==> src/rtl/spi_pkg.sv <==
// Shared constants and FSM encoding for the SPI transaction controller.
package spi_pkg;

  localparam int DSIZE_DEF     = 8;
  localparam int LEN_W_DEF     = 5;
  localparam int CS_SETUP_DEF  = 2;
  localparam int CS_HOLD_DEF   = 2;
  localparam int STALL_MAX_DEF = 16;

  typedef enum logic [2:0] {
    ST_IDLE  = 3'd0,
    ST_SETUP = 3'd1,
    ST_FETCH = 3'd2,
    ST_LOAD  = 3'd3,
    ST_SEND  = 3'd4,
    ST_HOLD  = 3'd5
  } state_t;

  // Width of a counter able to hold the largest of the three timing constants.
  function automatic int tmr_width(input int a, input int b, input int c);
    int m;
    m = a;
    if (b > m) m = b;
    if (c > m) m = c;
    return (m < 2) ? 1 : $clog2(m + 1);
  endfunction

endpackage

==> src/rtl/spi_cs_timer.sv <==
// Loadable down-counter with zero flag; times CS setup, FIFO stall and CS hold.
module spi_cs_timer #(
  parameter int W = 5
) (
  input  logic         clk,
  input  logic         rst,
  input  logic         load,
  input  logic [W-1:0] load_val,
  input  logic         dec,
  output logic         zero
);

  logic [W-1:0] cnt;

  always_ff @(posedge clk) begin
    if (rst) begin
      cnt <= '0;
    end else if (load) begin
      cnt <= load_val;
    end else if (dec && (cnt != '0)) begin
      cnt <= cnt - W'(1);
    end
  end

  assign zero = (cnt == '0);

endmodule

==> src/rtl/spi_txn_ctrl.sv <==
// SPI transaction controller: pops bytes from a FIFO, hands them to a byte
// shifter and frames the transfer with chip select setup/hold timing.
module spi_txn_ctrl
  import spi_pkg::*;
#(
  parameter int DSIZE     = DSIZE_DEF,
  parameter int LEN_W     = LEN_W_DEF,
  parameter int CS_SETUP  = CS_SETUP_DEF,
  parameter int CS_HOLD   = CS_HOLD_DEF,
  parameter int STALL_MAX = STALL_MAX_DEF
) (
  input  logic             clk,
  input  logic             rst,
  input  logic             cmd_valid,
  input  logic [LEN_W-1:0] cmd_len,
  output logic             cmd_ready,
  input  logic             fifo_empty,
  output logic             fifo_rd_en,
  input  logic [DSIZE-1:0] fifo_rdata,
  output logic             tx_start,
  output logic [DSIZE-1:0] tx_byte,
  input  logic             tx_done,
  output logic             spi_cs,
  output logic             busy,
  output logic             done,
  output logic             err_underrun,
  output logic [LEN_W-1:0] bytes_sent,
  output logic [2:0]       dbg_state
);

  // Handshake: a command transfers on any cycle with cmd_valid && cmd_ready;
  // cmd_ready is high only in IDLE, so requests while busy are dropped.

  localparam int TW = tmr_width(STALL_MAX, CS_SETUP, CS_HOLD);
  // Loaded one below the cycle count: the zero cycle is the last one counted.
  localparam logic [TW-1:0] SETUP_LD = TW'(CS_SETUP - 1);
  localparam logic [TW-1:0] STALL_LD = TW'(STALL_MAX - 1);
  localparam logic [TW-1:0] HOLD_LD  = TW'(CS_HOLD - 1);

  state_t           state, state_next;
  logic [LEN_W-1:0] remaining, bytes_sent_q;
  logic [DSIZE-1:0] tx_byte_q;
  logic             err_q, done_q, cs_q;
  logic             accept, abort, finish;
  logic             tmr_load, tmr_dec, tmr_zero;
  logic [TW-1:0]    tmr_val;

  assign accept = cmd_valid && (state == ST_IDLE);

  spi_cs_timer #(.W(TW)) u_timer (
    .clk      (clk),
    .rst      (rst),
    .load     (tmr_load),
    .load_val (tmr_val),
    .dec      (tmr_dec),
    .zero     (tmr_zero)
  );

  always_comb begin
    state_next = state;
    fifo_rd_en = 1'b0;
    tx_start   = 1'b0;
    tmr_load   = 1'b0;
    tmr_val    = '0;
    tmr_dec    = 1'b0;
    abort      = 1'b0;
    finish     = 1'b0;
    case (state)
      ST_IDLE:  if (accept && (cmd_len != '0)) state_next = ST_SETUP;
      ST_SETUP: begin
        tmr_dec = 1'b1;
        if (tmr_zero) state_next = ST_FETCH;
      end
      ST_FETCH: begin
        if (!fifo_empty) begin
          fifo_rd_en = 1'b1;
          state_next = ST_LOAD;
        end else if (tmr_zero) begin
          abort      = 1'b1;
          state_next = ST_HOLD;
        end else begin
          tmr_dec = 1'b1;
        end
      end
      ST_LOAD: begin
        tx_start   = 1'b1;
        state_next = ST_SEND;
      end
      ST_SEND:  if (tx_done) state_next = (remaining == LEN_W'(1)) ? ST_HOLD : ST_FETCH;
      ST_HOLD: begin
        tmr_dec = 1'b1;
        if (tmr_zero) begin
          finish     = 1'b1;
          state_next = ST_IDLE;
        end
      end
      default:  state_next = ST_IDLE;
    endcase
    // Every entry into a timed state restarts the shared timer.
    if (state_next != state) begin
      case (state_next)
        ST_SETUP: begin tmr_load = 1'b1; tmr_val = SETUP_LD; end
        ST_FETCH: begin tmr_load = 1'b1; tmr_val = STALL_LD; end
        ST_HOLD:  begin tmr_load = 1'b1; tmr_val = HOLD_LD;  end
        default:  ;
      endcase
    end
  end

  always_ff @(posedge clk) begin
    if (rst) begin
      state        <= ST_IDLE;
      remaining    <= '0;
      bytes_sent_q <= '0;
      tx_byte_q    <= '0;
      err_q        <= 1'b0;
      done_q       <= 1'b0;
      cs_q         <= 1'b0;
    end else begin
      state  <= state_next;
      cs_q   <= (state_next != ST_IDLE);
      done_q <= finish || (accept && (cmd_len == '0));
      if (accept) begin
        remaining    <= cmd_len;
        bytes_sent_q <= '0;
        err_q        <= 1'b0;
      end
      if (abort) err_q <= 1'b1;
      if (state == ST_LOAD) tx_byte_q <= fifo_rdata;
      if ((state == ST_SEND) && tx_done) begin
        bytes_sent_q <= bytes_sent_q + LEN_W'(1);
        remaining    <= remaining - LEN_W'(1);
      end
    end
  end

  // In LOAD the popped byte is passed straight through so it is already valid
  // alongside tx_start; the register then holds it until tx_done.
  assign tx_byte      = (state == ST_LOAD) ? fifo_rdata : tx_byte_q;
  assign cmd_ready    = (state == ST_IDLE);
  assign busy         = (state != ST_IDLE);
  assign spi_cs       = cs_q;
  assign done         = done_q;
  assign err_underrun = err_q;
  assign bytes_sent   = bytes_sent_q;
  assign dbg_state    = state;

endmodule

==> config.mk <==
export PLATFORM = sky130hd
export DESIGN_NAME = spi_txn_ctrl
export DESIGN_NICKNAME = d
export VERILOG_FILES = /design/src/rtl/spi_pkg.sv /design/src/rtl/spi_cs_timer.sv /design/src/rtl/spi_txn_ctrl.sv
export SDC_FILE = /design/constraint.sdc
export NUM_CORES = 1
export LEC_CHECK = 0
export ABC_AREA = 1
export CAP_MARGIN = 20
export CORE_MARGIN = 1
export CORE_UTILIZATION = 52
export DETAILED_ROUTE_END_ITERATION = 6
export GPL_TIMING_DRIVEN = 0
export PLACE_DENSITY = 0.84
export SYNTH_ARGS = -nofsm -noshare
export SYNTH_HDL_FRONTEND = slang
export SYNTH_SLANG_ARGS = --single-unit
==> constraint.sdc <==
create_clock -name clk -period 2.46 [get_ports clk]
set_input_delay 0.492 -clock clk [delete_from_list [all_inputs] [get_ports clk]]
set_output_delay 0.492 -clock clk [all_outputs]
set_load 0.03 [all_outputs]
### Yosys cells after proc, flatten, opt, wreduce, memory -nomap -nowiden

Cells that the tools add are included.

* output and inout bits: 23
* register bits after elaboration: 29
* input bits: 18

* equal/unequal tests: 10
* reduce and logical (&&, ||, !) cells: 19
* mux-type cells: 31
* add/sub/neg operators: 3

Operators by type and width (count)
* $mux W5: 6
* $mux W3: 7
* $pmux W3 S6: 1
* $mux W1: 13
* $logic_not A5 Y1: 2
* $reduce_bool A5 Y1: 2
* $sub A5 B1 Y5 const B: 2
* $eq A3 B2 Y1 const B: 3
* $eq A3 B3 Y1 const B: 3
* $mux W8: 1
* $pmux W4 S2: 1
* $eq A3 B1 Y1 const B: 2
* $reduce_bool A2 Y1: 3
* $reduce_bool A3 Y1: 2
* $add A5 B1 Y5 const B: 1
* $eq A5 B1 Y1 const B: 1
* $logic_and A1 B1 Y1: 5
* $mux W4: 1
* $reduce_or A2 Y1: 2
* $logic_not A3 Y1: 1
* $ne A3 B3 Y1: 1
* $reduce_or A3 Y1: 1
* $pmux W1 S2: 1
* $logic_or A1 B1 Y1: 1

### Depth between registers and ports, before layout

Gate-level depths: netlist of the first run.

* depth in word-level cells: 10
* gate-level depth with buffers: 13
* mapped depth without buffers: 13

### By module

Synthesis of the first run repeated with hierarchy kept, for this count alone.

* cell total of the unflattened synthesis: 259
* area, all modules: 1679.1 um2

By module, submodules not included
* spi_txn_ctrl: cells each 201, instances 1, area each 1331.3 um2
* spi_cs_timer: cells each 58, instances 1, area each 347.8 um2

### Worst setup path before layout of the first run

No wires, ideal clock.

* path type: register to output
* from: register state[0] (netlist: dbg_state[0])
* to: output port tx_byte[0]
* data arrival time: 1.909 ns
* stages on the path, launching flop included: 6
* path slack: 0.059 ns
* buffers on the path: 0
* path through: dfxtp_1 > inv_1 > nor3_2 > inv_2 > o21ai_0 > inv_1

* longest elaborated chain between the ends: 2

Ends and longest elaborated chain
* start, declared: RTL line spi_txn_ctrl.sv:40 `state_t state, state_next;`
* start signal, assigned: RTL line spi_txn_ctrl.sv:120 `state <= state_next;`
* $eq A3 B2 Y1: RTL line spi_txn_ctrl.sv:139 `assign tx_byte = (state == ST_LOAD) ? fifo_rdata : tx_byte_q;`
* $mux W8
* end, declared: RTL line spi_txn_ctrl.sv:21 `output logic [DSIZE-1:0] tx_byte,`

No other way between the ends.

### Worst setup path in the final report of the first run

* from: register state[1] (netlist: dbg_state[1])
* to: output port tx_byte[4]

Same word-level chain as after synthesis.

==> out/results.tsv, run 1 <==
metric	value	unit
critical_path.startpoint_type	register	
drv_slew	0	
fillCellCount	225	
crit_type	register to primary output	
cts_root_buffer	clkbuf_4	
synth-edff-count	0	
ir_drop	0.629	mV
reg2reg_to	u_timer.cnt[3]$_SDFFE_PP0P_	
setup_violations	0	
multi_input_area	850	um2
ys_ff_latch	29	
first_iter_violations	87	
cts_buffer_depth	2	
h-tree-depth	2	
hold_end	err_underrun$_SDFFE_PP0P_	
area_growth_syn_to_layout	31.5	%
die_w	57.1	um
grt_start_max_net_pins	11	
r2r_cells	11	
gp_congestion	0.821	
cts-buffers-inserted	5	
clk_latency	330	ps
crit_path_end_kind	primary output	
track_usage	0.241	
synth_compound_area_frac	0.183	
synth.area.mux_share	0	
grt_first_pass_wirelength	5960	um
period_minus_slack	2360	ps
synthArstFlopShare	0	
synth_xor_area_frac	0.0222	
cts_tree	done	
synth_adder_area_share	0.0397	
synth_cell_types	28	
critPathRequiredTime	1970	ps
drt_wl_total	3560	um
layout.nets	293	
leakage	0.00101	uW
cts_hold_buf	0	
pre_cts_slack	-251	ps
wl_per_cell	11.8	um
synth_seq_area_share	0.368	
post_synth_and_or_nand_nor_area_fraction	0.289	
regArea	584	um2
portBuffers	40	
route.detailed.drc	7	
yosysWarnings	0	
rows	19	
instances_no_fill	302	
whs	470	ps
viasPerCell	5.06	
dpl.cell_count	292	
max_slew.worst_pin.slew	504	ps
syn_nets	244	
arrival	1870	ps
clk_pin_slew	90	ps
fp.dieH	57.1	um
dp_hpwl	2680	um
powerDensity	881	nW/um2
overflow	0	
timing.fmax	424	MHz
hp-class	register to register	
cts.sinks	29	
grt_pass1_vias	1427	
rsz0062_at_grt	false	
syn_area_per_cell	7.14	um2
period_share	0.958	
drt_pass1_iterations	6	
outcome	finished with violations	
violations	DRC	
synth_ff_type	dfxtp_1	
netlist_area	1580	um2
routed-via-count	1528	
layout_common_cells	inv_1, nand2_1, clkdlybuf4s50_1, dfxtp_1, nor2_1	
antenna_cells	0	
ant_nets	0	
setup_slack	102	ps
hold_viol_final	0	
synth_top_family_by_area	simple AND/OR/NAND/NOR gates	
die_area	3260	um2
slew_headroom	0.664	
cp_max_fo	5	
rrSetupSlack	640	ps
initial_core_util	0.562	
r2r-start	u_timer.cnt[0]$_SDFFE_PP0P_	
fin_setup_tns	0	ps
mostFrequentLayoutCell	inv_1	
worst_clock_skew	6.82	ps
drv_cap	0	
antenna_found_initial	0	
core_area	2810	um2
syn_inst	221	
drive_gt1_frac	0.151	
worstHoldStart	err_underrun$_SDFFE_PP0P_	
hold_depth	2	
ios	41	
==> kinds of logic (layout without fill, tap and decap cells) <==
group,Yosys count,after routing
buf+inv,41,91
simple gates,92,92
compound gates,50,50
flops,29,29
xor+xnor,4,4
fa+ha+maj,5,5
==> area by class of cell <==
type,count,area share
repair buffers,42,0.191
well taps,31,0.0187
plain buffers,2,0.00362
multi-input cells,151,0.410
flip-flops and latches,29,0.282
clock buffers,6,0.0199
inverters,39,0.0706
clock inverters,2,0.00483
==> through the flow <==
stage | util | power (uW) | area (um2)
final | 0.740 | 1830 | 2070
after global routing | 0.740 | 1980 | 2070
after CTS | 0.744 | 1840 | 2090
after detailed placement | 0.719 | 1560 | 2020
after global placement | 0.719 | 1540 | 2020
after floorplan | - | 1290 | 1580
==> sequential cells by signal, summed over array words and instances (netlist names) <==
signal	count
bytes_sent	5
dbg_state	3
done	1
err_underrun	1
remaining	5
spi_cs	1
tx_byte_q	8
u_timer.cnt	5
==> power by group <==
group	internal [uW]	switching, uW	total (uW)
registers	547	63.7	611
clock network	109	169	278
logic	351	587	939
total	1010	820	1830
==> routing by layer <==
metal  global-route usage  vias up  routed length [um]
met5                    0        -                   0
met4                0.105        0                  59
met3               0.0726        5                 203
met2                0.392       40                1630
met1                0.297      679                1670
li1                     -      804                   -
==> timing repair <==
item / CTS / global route
pin swaps: 1 / 0
buffers inserted: 2 / 0
resized for setup: 18 / 11
setup endpoints to repair: 9 / 8
==> critical path, cell delays in order (launching register included) <==
cell and delay, ps:
dfxtp_2 360, inv_1 130, nor3_4 70, buf_4 140, or2_2 270, o21ai_1 130
inv_1 90, clkdlybuf4s15_1 340
==> synthesized netlist by cell type, types with 2 or more instances <==
cell type,count,share of area
clkbuf_1,2,0.0048
nand3_2,4,0.025
nor2_1,23,0.055
a221oi_1,2,0.011
o211ai_1,2,0.0095
inv_1,38,0.090
nand2_1,33,0.079
or2_2,8,0.032
nor3_1,3,0.0095
o21bai_1,2,0.0095
dfxtp_1,29,0.37
o21ai_0,19,0.060
ha_1,5,0.040
nand2_2,6,0.024
a21oi_1,19,0.060
nor2_2,2,0.0079
nand3_1,10,0.032
xor2_1,3,0.017
a31oi_1,2,0.0079
==> how the worst max path moves through the flow <==
stage / start / endpoint / depth (start not counted)
3_5_place_dp: dbg_state[0]$_SDFF_PP0_ / tx_byte[4] / 6
4_1_cts: dbg_state[1]$_SDFF_PP0_ / tx_byte[4] / 7
5_1_grt: dbg_state[1]$_SDFF_PP0_ / tx_byte[1] / 6
2_1_floorplan: dbg_state[0]$_SDFF_PP0_ / tx_byte[0] / 5
3_3_place_gp: dbg_state[0]$_SDFF_PP0_ / tx_byte[3] / 6
6_report: dbg_state[1]$_SDFF_PP0_ / tx_byte[4] / 7
Power figures use the tool's default switching activity.
==> inputs of run 2 (changes only) <==
--- a/config.mk
+++ b/config.mk
@@ -10,7 +10,6 @@
 export CORE_MARGIN = 1
 export CORE_UTILIZATION = 52
 export DETAILED_ROUTE_END_ITERATION = 6
-export GPL_TIMING_DRIVEN = 0
 export PLACE_DENSITY = 0.84
 export SYNTH_ARGS = -nofsm -noshare
 export SYNTH_HDL_FRONTEND = slang
==> run 2 against run 1 <==
The run still ends with DRC left. Via count rose by 1.6%. Cell area rose by 0.66%. Sequential share of layout area fell by 0.37 points. Clock power fell by 3%. Core utilization rose by 0.49 points. Fmax rose by 2.4%. Die area did not move. Worst hold slack improved by 13 ps. Clock skew rose by 3.8 ps. Critical endpoint is now fifo_rd_en. Highest routed layer unchanged.
==> out/results.tsv, run 2 (synthesis results as in run 1) <==
metric	value	unit
powerDensity	882	nW/um2
crit_end	fifo_rd_en	
route.detailed.drc	6	
ant_nets	0	
drv_slew	0	
fp.dieH	57.1	um
crit_type	register to primary output	
worstHoldStart	bytes_sent[3]$_SDFFE_PP0P_	
period_minus_slack	2300	ps
fin_util	0.744	
ios	41	
setup_violations	0	
regArea	581	um2
worst_clock_skew	10.6	ps
slew_headroom	0.779	
crit_path_end_kind	primary output	
cp_max_fo	5	
wl_per_cell	12.1	um
gp_congestion	0.851	
cts.sinks	29	
period_share	0.936	
hold_viol_final	0	
rsz0062_at_grt	false	
ir_drop	0.628	mV
crit_start	dbg_state[0]$_SDFF_PP0_	
first_iter_violations	60	
cts_hold_buf	0	
drt_pass1_iterations	6	
cpPeakStageDelay	680	ps
h-tree-depth	2	
dp_hpwl	2720	um
timing.fmax	434	MHz
grt_start_max_net_pins	20	
fillCellCount	244	
initial_core_util	0.562	
hp-class	register to register	
area_growth_syn_to_layout	32.4	%
clk_latency	330	ps
mostFrequentLayoutCell	inv_1	
leakage	0.00104	uW
violations	DRC	
reg2reg_to	u_timer.cnt[1]$_SDFFE_PP0P_	
cts_tree	done	
dpl.cell_count	295	
layout_common_cells	inv_1, nand2_1, clkdlybuf4s50_1, dfxtp_1, nor2_1	
grt_pass1_vias	1485	
critical_path.startpoint_type	register	
drt_wl_total	3660	um
cts_root_buffer	clkbuf_4	
instances_no_fill	303	
clk_pin_slew	90	ps
track_usage	0.243	
core_area	2810	um2
pre_cts_slack	182	ps
largest_register	tx_byte_q	
rrSetupSlack	540	ps
drive_gt1_frac	0.140	
rows	19	
largest_register_ffs	8	
drv_cap	0	
setup_slack	158	ps
outcome	finished with violations	
overflow	0	
portBuffers	40	
layout.nets	294	
slowest_stage	clkdlybuf4s50_1	
antenna_cells	0	
grt_first_pass_wirelength	6100	um
arrival	1810	ps
critPathRequiredTime	1970	ps
r2r-start	u_timer.cnt[0]$_SDFFE_PP0P_	
r2r_cells	11	
die_area	3260	um2
antenna_found_initial	0	
cts_buffer_depth	2	
max_slew.worst_pin.slew	329	ps
cts-buffers-inserted	5	
post_cts_buffers	0	
die_w	57.1	um
worstPathCellList	buf_4, nor2_2, nand2_1, nor2_1, clkdlybuf4s50_1	
multi_input_area	843	um2
viasPerCell	5.12	
fin_setup_tns	0	ps
routed-via-count	1552	
run 2: cell types whose count changed in the layout (fill, tap and decap cells not counted):
cell / before / now
clkbuf_2: 3 / 0
nor3_2: 0 / 1
clkbuf_1: 3 / 1
buf_4: 2 / 5
clkdlybuf4s15_1: 3 / 0
dfxtp_1: 26 / 29
o21ai_1: 7 / 0
o21ai_0: 12 / 19
dfxtp_2: 3 / 0
nor3_4: 1 / 0
clkdlybuf4s50_1: 31 / 32
dlygate4sd2_1: 3 / 8
run 2: layout make-up:
type / instances / share of cell area
multi-input cells: 151 / 0.404
flip-flops and latches: 29 / 0.278
repair buffers: 45 / 0.205
inverters: 39 / 0.0701
clock buffers: 6 / 0.0198
well taps: 31 / 0.0186
clock inverters: 2 / 0.00479
run 2: worst max-delay path: cells and delay by family, from the launching register on:
kind	cells	cell delay, ps
AND/OR/NAND/NOR	3	330
flip-flops	1	320
buffers and inverters	2	840
run 2: how the worst min path moves through the flow:
stage,depth (start not counted),slack [ps],to
2_1_floorplan,2,450,remaining[4]$_SDFFE_PP0P_
3_3_place_gp,2,460,err_underrun$_SDFFE_PP0P_
3_5_place_dp,2,470,err_underrun$_SDFFE_PP0P_
4_1_cts,2,490,err_underrun$_SDFFE_PP0P_
5_1_grt,2,510,remaining[2]$_SDFFE_PP0P_
6_report,2,480,bytes_sent[3]$_SDFFE_PP0P_
run 2: per-layer routing:
layer  track usage  vias up  part of all wire
met5             0        -                 0
met4         0.122        0             0.017
met3        0.0522        7             0.042
met2         0.407       38              0.47
met1         0.294      697              0.47
li1              -      810                 -
run 2: per-stage QoR:
| stage | instance area [um2] | hold slack, ps | total power, uW |
|---|---|---|---|
| finish | 2090 | 483 | 1840 |
| global placement | 2050 | 457 | 1570 |
| CTS | 2090 | 486 | 1850 |
| floorplan | 1580 | 455 | 1290 |
| global route | 2090 | 510 | 2010 |
| detailed placement | 2050 | 473 | 1590 |
run 2: power breakdown:
group          leakage (uW)  total [uW]  internal (uW)  switching [uW]
combinational      0.000774         980            362             618
clock             0.0000320         270            109             161
sequential         0.000236         592            544            47.2
run 2: repair_timing:
item                                   CTS  global route
gates resized for setup                  8             0
setup endpoints to repair                8             0
endpoints found under the hold margin    0             0
==> inputs of run 3 (changes only) <==
--- a/config.mk
+++ b/config.mk
@@ -8,9 +8,9 @@
 export ABC_AREA = 1
 export CAP_MARGIN = 20
 export CORE_MARGIN = 1
-export CORE_UTILIZATION = 52
+export CORE_UTILIZATION = 49
 export DETAILED_ROUTE_END_ITERATION = 6
-export PLACE_DENSITY = 0.84
+export PLACE_DENSITY = 0.8
 export SYNTH_ARGS = -nofsm -noshare
 export SYNTH_HDL_FRONTEND = slang
 export SYNTH_SLANG_ARGS = --single-unit
==> run 3 against run 2 <==
The flow now finishes without violations. Critical path depth grew 2. Global-route usage is 1.8 points lower. Die area rose by 5.9%. Final cell count is 4.3% higher. Routed wire length decreased by 3.2%. Fmax increased by 0.76%. Cell area rose by 1.7%. Combinational power decreased by 1%. Critical endpoint is now tx_byte[7]. Largest cell class unchanged.
==> out/results.tsv, run 3 (synthesis results as in run 1) <==
metric	value	unit
fin_util	0.695	
r2r_cells	11	
grt_first_pass_wirelength	5890	um
dpl-instance-area	2060	um2
post_cts_resized	8	
wl_per_cell	11.2	um
ir_drop	0.573	mV
seqPwrFrac	0.312	
slew_headroom	0.773	
arrival	1790	ps
regArea	581	um2
hold_viol_final	0	
cts_root_buffer	clkbuf_4	
reg2reg_to	u_timer.cnt[2]$_SDFFE_PP0P_	
period_minus_slack	2280	ps
clk_latency	330	ps
portBuffers	40	
drt_wl_total	3540	um
fin_setup_tns	0	ps
max_slew.worst_pin.slew	339	ps
layout.nets	294	
stdcell_area	2120	um2
pre_cts_slack	179	ps
worstHoldStart	err_underrun$_SDFFE_PP0P_	
outcome	complete, no violations	
die_area	3450	um2
grt_start_max_net_pins	24	
rows	20	
hold_end	err_underrun$_SDFFE_PP0P_	
core_area	3050	um2
multi_input_area	843	um2
cts_hold_buf	0	
clk_pin_slew	100	ps
fp.dieH	58.7	um
drv_cap	0	
powerDensity	891	nW/um2
combPwrFrac	0.512	
drv_slew	0	
netSwitchingFraction	0.433	
hp-class	register to register	
largest_register_ffs	8	
crit_path_end_kind	primary output	
whs	471	ps
mostFrequentLayoutCell	inv_1	
dp_hpwl	2630	um
first_iter_violations	67	
critPathRequiredTime	1970	ps
setup_slack	176	ps
rrSetupSlack	640	ps
layout_common_cells	inv_1, nand2_1, clkdlybuf4s50_1, dfxtp_1, nor2_1	
grt_pass1_vias	1367	
post_cts_buffers	0	
internal_power	1070	uW
drive_gt1_frac	0.143	
timing.fmax	438	MHz
net-switching-power	820	uW
h-tree-depth	2	
initial_core_util	0.517	
route.detailed.drc	0	
ant_nets	0	
crit_type	register to primary output	
clockPowerShare	0.177	
r2r-start	u_timer.cnt[0]$_SDFFE_PP0P_	
cts_tree	done	
ios	41	
worst_clock_skew	6.75	ps
rsz0062_at_grt	false	
overflow	0	
period_share	0.929	
largest_register	tx_byte_q	
cts_buffer_depth	2	
cp_max_fo	10	
die_w	58.7	um
leakage	0.00105	uW
track_usage	0.225	
hold_depth	2	
drt_pass1_iterations	4	
antenna_cells	0	
viasPerCell	4.90	
routed-via-count	1549	
antenna_found_initial	0	
area_growth_syn_to_layout	34.6	%
setup_violations	0	
cts-buffers-inserted	5	
critical_path.startpoint_type	register	
fillCellCount	280	
cts.sinks	29	
gp_congestion	0.865	
## run 3: cell types whose count changed in the layout (fill, tap and decap cells not counted), sizes merged
cell / delta
clkinv: -1
clkbuf: +1
## run 3: final cells by class
cell class              count  share of cell area
multi-input cells         151               0.397
flip-flops and latches     29               0.273
repair buffers             45               0.202
inverters                  39              0.0689
clock buffers               7              0.0306
well taps                  44              0.0259
clock inverters             1             0.00236
## run 3: how the worst max path moves through the flow
stage	startpoint	slack, ps	cells past startpoint	to
2_1_floorplan	dbg_state[0]$_SDFF_PP0_	60	5	tx_byte[0]
3_3_place_gp	fifo_rdata[2]	190	4	tx_byte[2]
3_5_place_dp	fifo_rdata[2]	180	4	tx_byte[2]
4_1_cts	dbg_state[0]$_SDFF_PP0_	160	7	tx_byte[2]
5_1_grt	dbg_state[0]$_SDFF_PP0_	3	7	tx_byte[0]
6_report	dbg_state[0]$_SDFF_PP0_	180	7	tx_byte[7]
## run 3: metrics by stage
step	total power [uW]	cells
floorplan	1290	221
global placement	1570	308
detailed placement	1580	308
CTS	1900	316
global route	2040	316
finish	1890	316
## run 3: power by group through the flow
stage	combinational [uW]	clock [uW]	sequential [uW]
global route	1080	366	600
CTS	972	343	589
floorplan	649	0	644
global placement	970	0	597
finish	969	334	590
detailed placement	979	0	598
## run 3: metal layers
metal	wire length, um	part of all wire	global-route usage
met1	1750	0.49	0.309
met5	0	0	0
met4	31	0.0087	0.0612
met3	160	0.045	0.0593
met2	1600	0.45	0.349
## run 3: worst max-delay path, stage by stage (launching register included)
cell and delay [ps]:
dfxtp_1 340, inv_1 60, nor3_2 150, buf_4 180, inv_2 90, o21ai_0 230
inv_1 60, dlygate4sd2_1 350
==> RTL edit 1: new RTL, settings of run 2 <==
Set the package constant `CS_HOLD_DEF` to 4 (it was 2).
--- a/src/rtl/spi_pkg.sv
+++ b/src/rtl/spi_pkg.sv
@@ -6,3 +6,3 @@
   localparam int CS_SETUP_DEF  = 2;
-  localparam int CS_HOLD_DEF   = 2;
+  localparam int CS_HOLD_DEF   = 4;
   localparam int STALL_MAX_DEF = 16;
Function: changed (Yosys sat finds a counterexample within 10 cycles, from zero or initial values and one cycle with rst high).
==> RTL edit 1 against run 2 <==
Via count grew 1.4%. Worst setup slack lost 53 ps. Power increased by 2.7%. Synthesized area increased by 3.1%. Cell area is 2.2% higher. The flow still finishes with violations (DRC). Clock power is 6% higher. Sequential cell count unchanged. Routed wire length is 2.6% lower. Synthesized cell count is 4.5% higher.
==> RTL edit 1: results (changes against run 2) <==
| Metric | Value |
|---|---|
| Metal3 WL | `239 µm (+56%)` |
| Largest cells by area after synthesis | `dfxtp_1 36%, inv_1 8.8%, nand2_1 8.5%` |
| Detailed Route Iter0 Violations | `82 (+37%)` |
| Drt drc | `5 (-1)` |
| Grt met3 use | `5.58% (+0.36 points)` |
| Met2 usage | `39.4% (-1.3 points)` |
| Status | `complete, but fails checks` |
| Placed Area | `2090 µm² (+2.0%)` |
| Metal2 WL | `1630 µm (-4.7%)` |
| Met1 usage | `30.5% (+1.1 points)` |
| Dpl ws | `181 ps (-0.313 ps)` |
| Share of the yosys chip area belonging to registers | `35.7% (-1.1 points)` |
| Largest net degree at the start of global routing | `15 (-25%)` |
| P_leak | `1.09 nW (+4.2%)` |
| List of most frequent post-synthesis cells | `38 x inv_1, 37 x nand2_1, 29 x dfxtp_1` |
| First-pass GRT wire length | `6220 µm (+2.0%)` |
| Actual slew at the worst max-slew pin | `438 ps (+109 ps)` |
| Critical Path AT | `1860 ps (+50 ps)` |
| Post-Synthesis Cells | `231 (+4.5%)` |
| Failing checks | `DRC` |
| Non-filler cells, final | `311 (+2.6%)` |
| Maximum vdd drop | `704 µV (+12%)` |
| DRT met1 WL | `1660 µm (-4.5%)` |
| Vias in the first global route | `1488 (+0.20%)` |
| Syn_nets | `254 (+4.1%)` |
| Synth unique cells | `26 (-7.1%)` |
| Share of post-route cells with drive strength above 1 | `15.4% (+1.4 points)` |
| Routed WL per cell | `11.5 µm (-5.1%)` |
| DP Wirelength | `2750 µm (+1.2%)` |
## RTL edit 1: cell count changes in the layout (fill, tap and decap cells not counted), moves of 3 or more
| cell | delta |
|---|---|
| nand3_1 | +3 |
| nand2_1 | +4 |
| nor3_1 | -3 |
| nand2_4 | +3 |
| a21oi_1 | -6 |
| nand3_2 | -4 |
| nand2_2 | +3 |
| nor2_1 | +3 |
## RTL edit 1: worst paths after layout
| kind | startpoint | to | slack [ps] | cells past startpoint |
|---|---|---|---|---|
| worst max-delay path | dbg_state[0]$_SDFF_PP0_ | fifo_rd_en | 110 | 5 |
| worst min-delay path | err_underrun$_SDFFE_PP0P_ | err_underrun$_SDFFE_PP0P_ | 480 | 2 |
| worst max register to register | u_timer.cnt[0]$_SDFFE_PP0P_ | u_timer.cnt[3]$_SDFFE_PP0P_ | 690 | 11 |
| worst min register to register | err_underrun$_SDFFE_PP0P_ | err_underrun$_SDFFE_PP0P_ | 480 | 2 |
## RTL edit 1: final cells by class
type | count | area (µm²)
timing repair buffer | 44 | 420
multi-input combinational | 160 | 888
clock buffer | 7 | 55.1
inverter | 40 | 150
fill | 251 | 719
tap | 31 | 38.8
sequential | 29 | 581
## RTL edit 1: logic make-up (layout without fill, tap and decap cells)
kind of cell    Yosys count  after routing  synth area share, %
fa+ha+maj                 5              5                 3.85
flops                    29             29                 35.7
simple gates            107            107                 33.4
xor+xnor                  5              5                 2.69
compound gates           43             43                 14.7
buf+inv                  42             91                 9.69
## RTL edit 1: where the power goes
part | switching [mW] | internal [mW]
combinational | 0.638 | 0.382
clock | 0.152 | 0.135
sequential | 0.0416 | 0.543
## RTL edit 1: critical path: cells and delay by family, from the launching register on
| family | cells | cell delay, ps |
|---|---|---|
| buffers and inverters | 2 | 830 |
| and+or+nand+nor | 3 | 380 |
| DFF | 1 | 330 |
==> RTL edit 2: new RTL, flow settings as in run 2 <==
Without the edit above. Make the reset (`rst`) asynchronous in 2 clocked blocks.
--- a/src/rtl/spi_cs_timer.sv
+++ b/src/rtl/spi_cs_timer.sv
@@ -14,3 +14,3 @@
 
-  always_ff @(posedge clk) begin
+  always_ff @(posedge clk or posedge rst) begin
     if (rst) begin
--- a/src/rtl/spi_txn_ctrl.sv
+++ b/src/rtl/spi_txn_ctrl.sv
@@ -109,3 +109,3 @@
 
-  always_ff @(posedge clk) begin
+  always_ff @(posedge clk or posedge rst) begin
     if (rst) begin
Check against the original RTL: differs if rst is asserted again (counterexample within 4 cycles, from zero or initial values and one cycle with rst high); with rst held inactive, the same outputs for 10 cycles.
==> RTL edit 2 against run 2 <==
The flow still finishes with violations (DRC). Routed wire length fell by 5.2%. Die area is 2.3% higher. Via count is 8.8% lower. Power rose by 53%. Worst setup slack got worse by 59 ps. Cell area grew 1.4%. Count of clock-buffer cells in the layout rose by 1. Synthesized area increased by 2.4%. First-iteration DRC count increased by 10%. Maximum frequency shrank 2.5%. Sequential cell count did not move. Largest cell class unchanged.
==> RTL edit 2: results (changes against run 2) <==
| Metric | Value |
|---|---|
| Largest cells by area after synthesis | `dfrtp_1 45%, nand2_1 12%, inv_1 5.3%` |
| Max Clock Skew | `9.64 ps (-0.937 ps)` |
| Nets | `274 (-6.8%)` |
| CP endpoint | `tx_start` |
| Gpl congestion | `0.823 (-3.2%)` |
| Top_reg_cell synth | `dfrtp_1` |
| Setup Buffers After CTS | `0 (unchanged)` |
| Critical Path AT | `1870 ps (+60 ps)` |
| Critical path origin | `dbg_state[2]$_DFF_PP0_` |
| Grt met3 use | `5.58% (+0.36 points)` |
| Worst reg2reg startpoint | `dbg_state[1]$_DFF_PP0_` |
| Maximum vdd drop | `849 µV (+35%)` |
| Met2 usage | `37.0% (-3.6 points)` |
| DP Wirelength | `2620 µm (-3.8%)` |
| P_leak | `1.08 nW (+3.3%)` |
| FF-to-FF path depth | `8 (-3)` |
| Worst r2r dst | `bytes_sent[1]$_DFFE_PP0P_` |
| Synth warn | `0 (unchanged)` |
| Async SR Flop Fraction | `100% (+100 points)` |
| List of most frequent post-synthesis cells | `52 x nand2_1, 29 x dfrtp_1, 23 x inv_1` |
| Placed Area | `2070 µm² (+1.2%)` |
| Share of the yosys chip area belonging to registers | `44.9% (+8.1 points)` |
| GRT Util Overall | `23.6% (-0.67 points)` |
| Synth unique cells | `26 (-7.1%)` |
| Final WL | `3470 µm (-5.2%)` |
| Max stage delay on crit path | `710 ps (+30 ps)` |
| Drt drc | `1 (-5)` |
| Met1 usage | `32.4% (+3.0 points)` |
| DR pass1 iterations | `6 (unchanged)` |
| Syn_nets | `225 (-7.8%)` |
| Failing checks | `DRC` |
| Vias after detailed routing | `1415 (-8.8%)` |
| Reg2Reg Setup Slack | `640 ps (+100 ps)` |
| Detailed Route Iter0 Violations | `66 (+10%)` |
| Actual slew at the worst max-slew pin | `365 ps (+35.8 ps)` |
| Share of post-route cells with drive strength above 1 | `13.9% (-0.026 points)` |
| Status | `complete, but fails checks` |
| CP Max Fanout | `9 (+4)` |
| Largest net degree at the start of global routing | `30 (+50%)` |
## RTL edit 2: changes by cell type in the layout (fill, tap and decap cells not counted), moves of 3 or more
cell     before  now
dfrtp_1       0   29
dfxtp_1      29    0
nand2_1      33   52
inv_1        38   23
o21ai_0      19   10
or2_2         8    0
a21oi_1      19   12
nand3_1      10    5
nand2_4       0    4
inv_2         1    4
## RTL edit 2: worst min-delay path by stage
stage,from,to,slack (ps),depth (start not counted)
floorplan,u_timer.cnt[1]$_DFFE_PP0P_,u_timer.cnt[1]$_DFFE_PP0P_,520,2
global placement,err_underrun$_DFFE_PP0P_,err_underrun$_DFFE_PP0P_,460,2
detailed placement,tx_byte_q[6]$_DFF_PP0_,tx_byte_q[6]$_DFF_PP0_,460,2
CTS,tx_byte_q[6]$_DFF_PP0_,tx_byte_q[6]$_DFF_PP0_,480,2
global route,tx_byte_q[2]$_DFF_PP0_,tx_byte_q[2]$_DFF_PP0_,510,2
finish,tx_byte_q[6]$_DFF_PP0_,tx_byte_q[6]$_DFF_PP0_,480,2
## RTL edit 2: cells by family after synthesis
family                     synth area share [%]
xor gates and xnor gates                   2.17
AOI/OAI and AO/OA                          11.2
and+or+nand+nor                            31.0
DFF                                        44.9
adders and majority gates                  3.87
buffers and inverters                      6.82
## RTL edit 2: tightest hold or removal path, delay by kind of cell, from the launching register on
kind             cells  cell delay (ps)
and+or+nand+nor      2              120
DFF                  1              330
## RTL edit 2: layout make-up
type / instances / area [µm²]
Clock buffer: 7 / 55.1
Fill cell: 235 / 736
Inverter: 28 / 105
Multi-Input combinational cell: 144 / 779
Sequential cell: 29 / 726
Tap cell: 31 / 38.8
Timing Repair Buffer: 43 / 413
## RTL edit 2: where the power goes
part	internal, mW	total (mW)	leakage [nW]	switching (mW)
Sequential	0.672	0.793	0.360	0.121
Combinational	0.620	1.74	0.685	1.12
Clock	0.135	0.292	0.0314	0.157
Total	1.43	2.82	1.08	1.40
## RTL edit 2: per-stage QoR
step	hold WS (ps)	utilization, %	cells	power, mW	setup WS (ps)
final	476	74.2	282	2.82	99.9
after global routing	508	74.2	282	3.04	3.19
after CTS	480	74.2	282	2.84	73.5
after detailed placement	462	72.6	275	2.60	142
after global placement	459	72.6	275	2.56	187
after floorplan	517	-	202	2.04	355
## RTL edit 2: routing by layer
metal,wire [µm],part of all wire (%)
met5,0,0
met4,41,1.2
met3,185,5.3
met2,1590,46
met1,1660,48
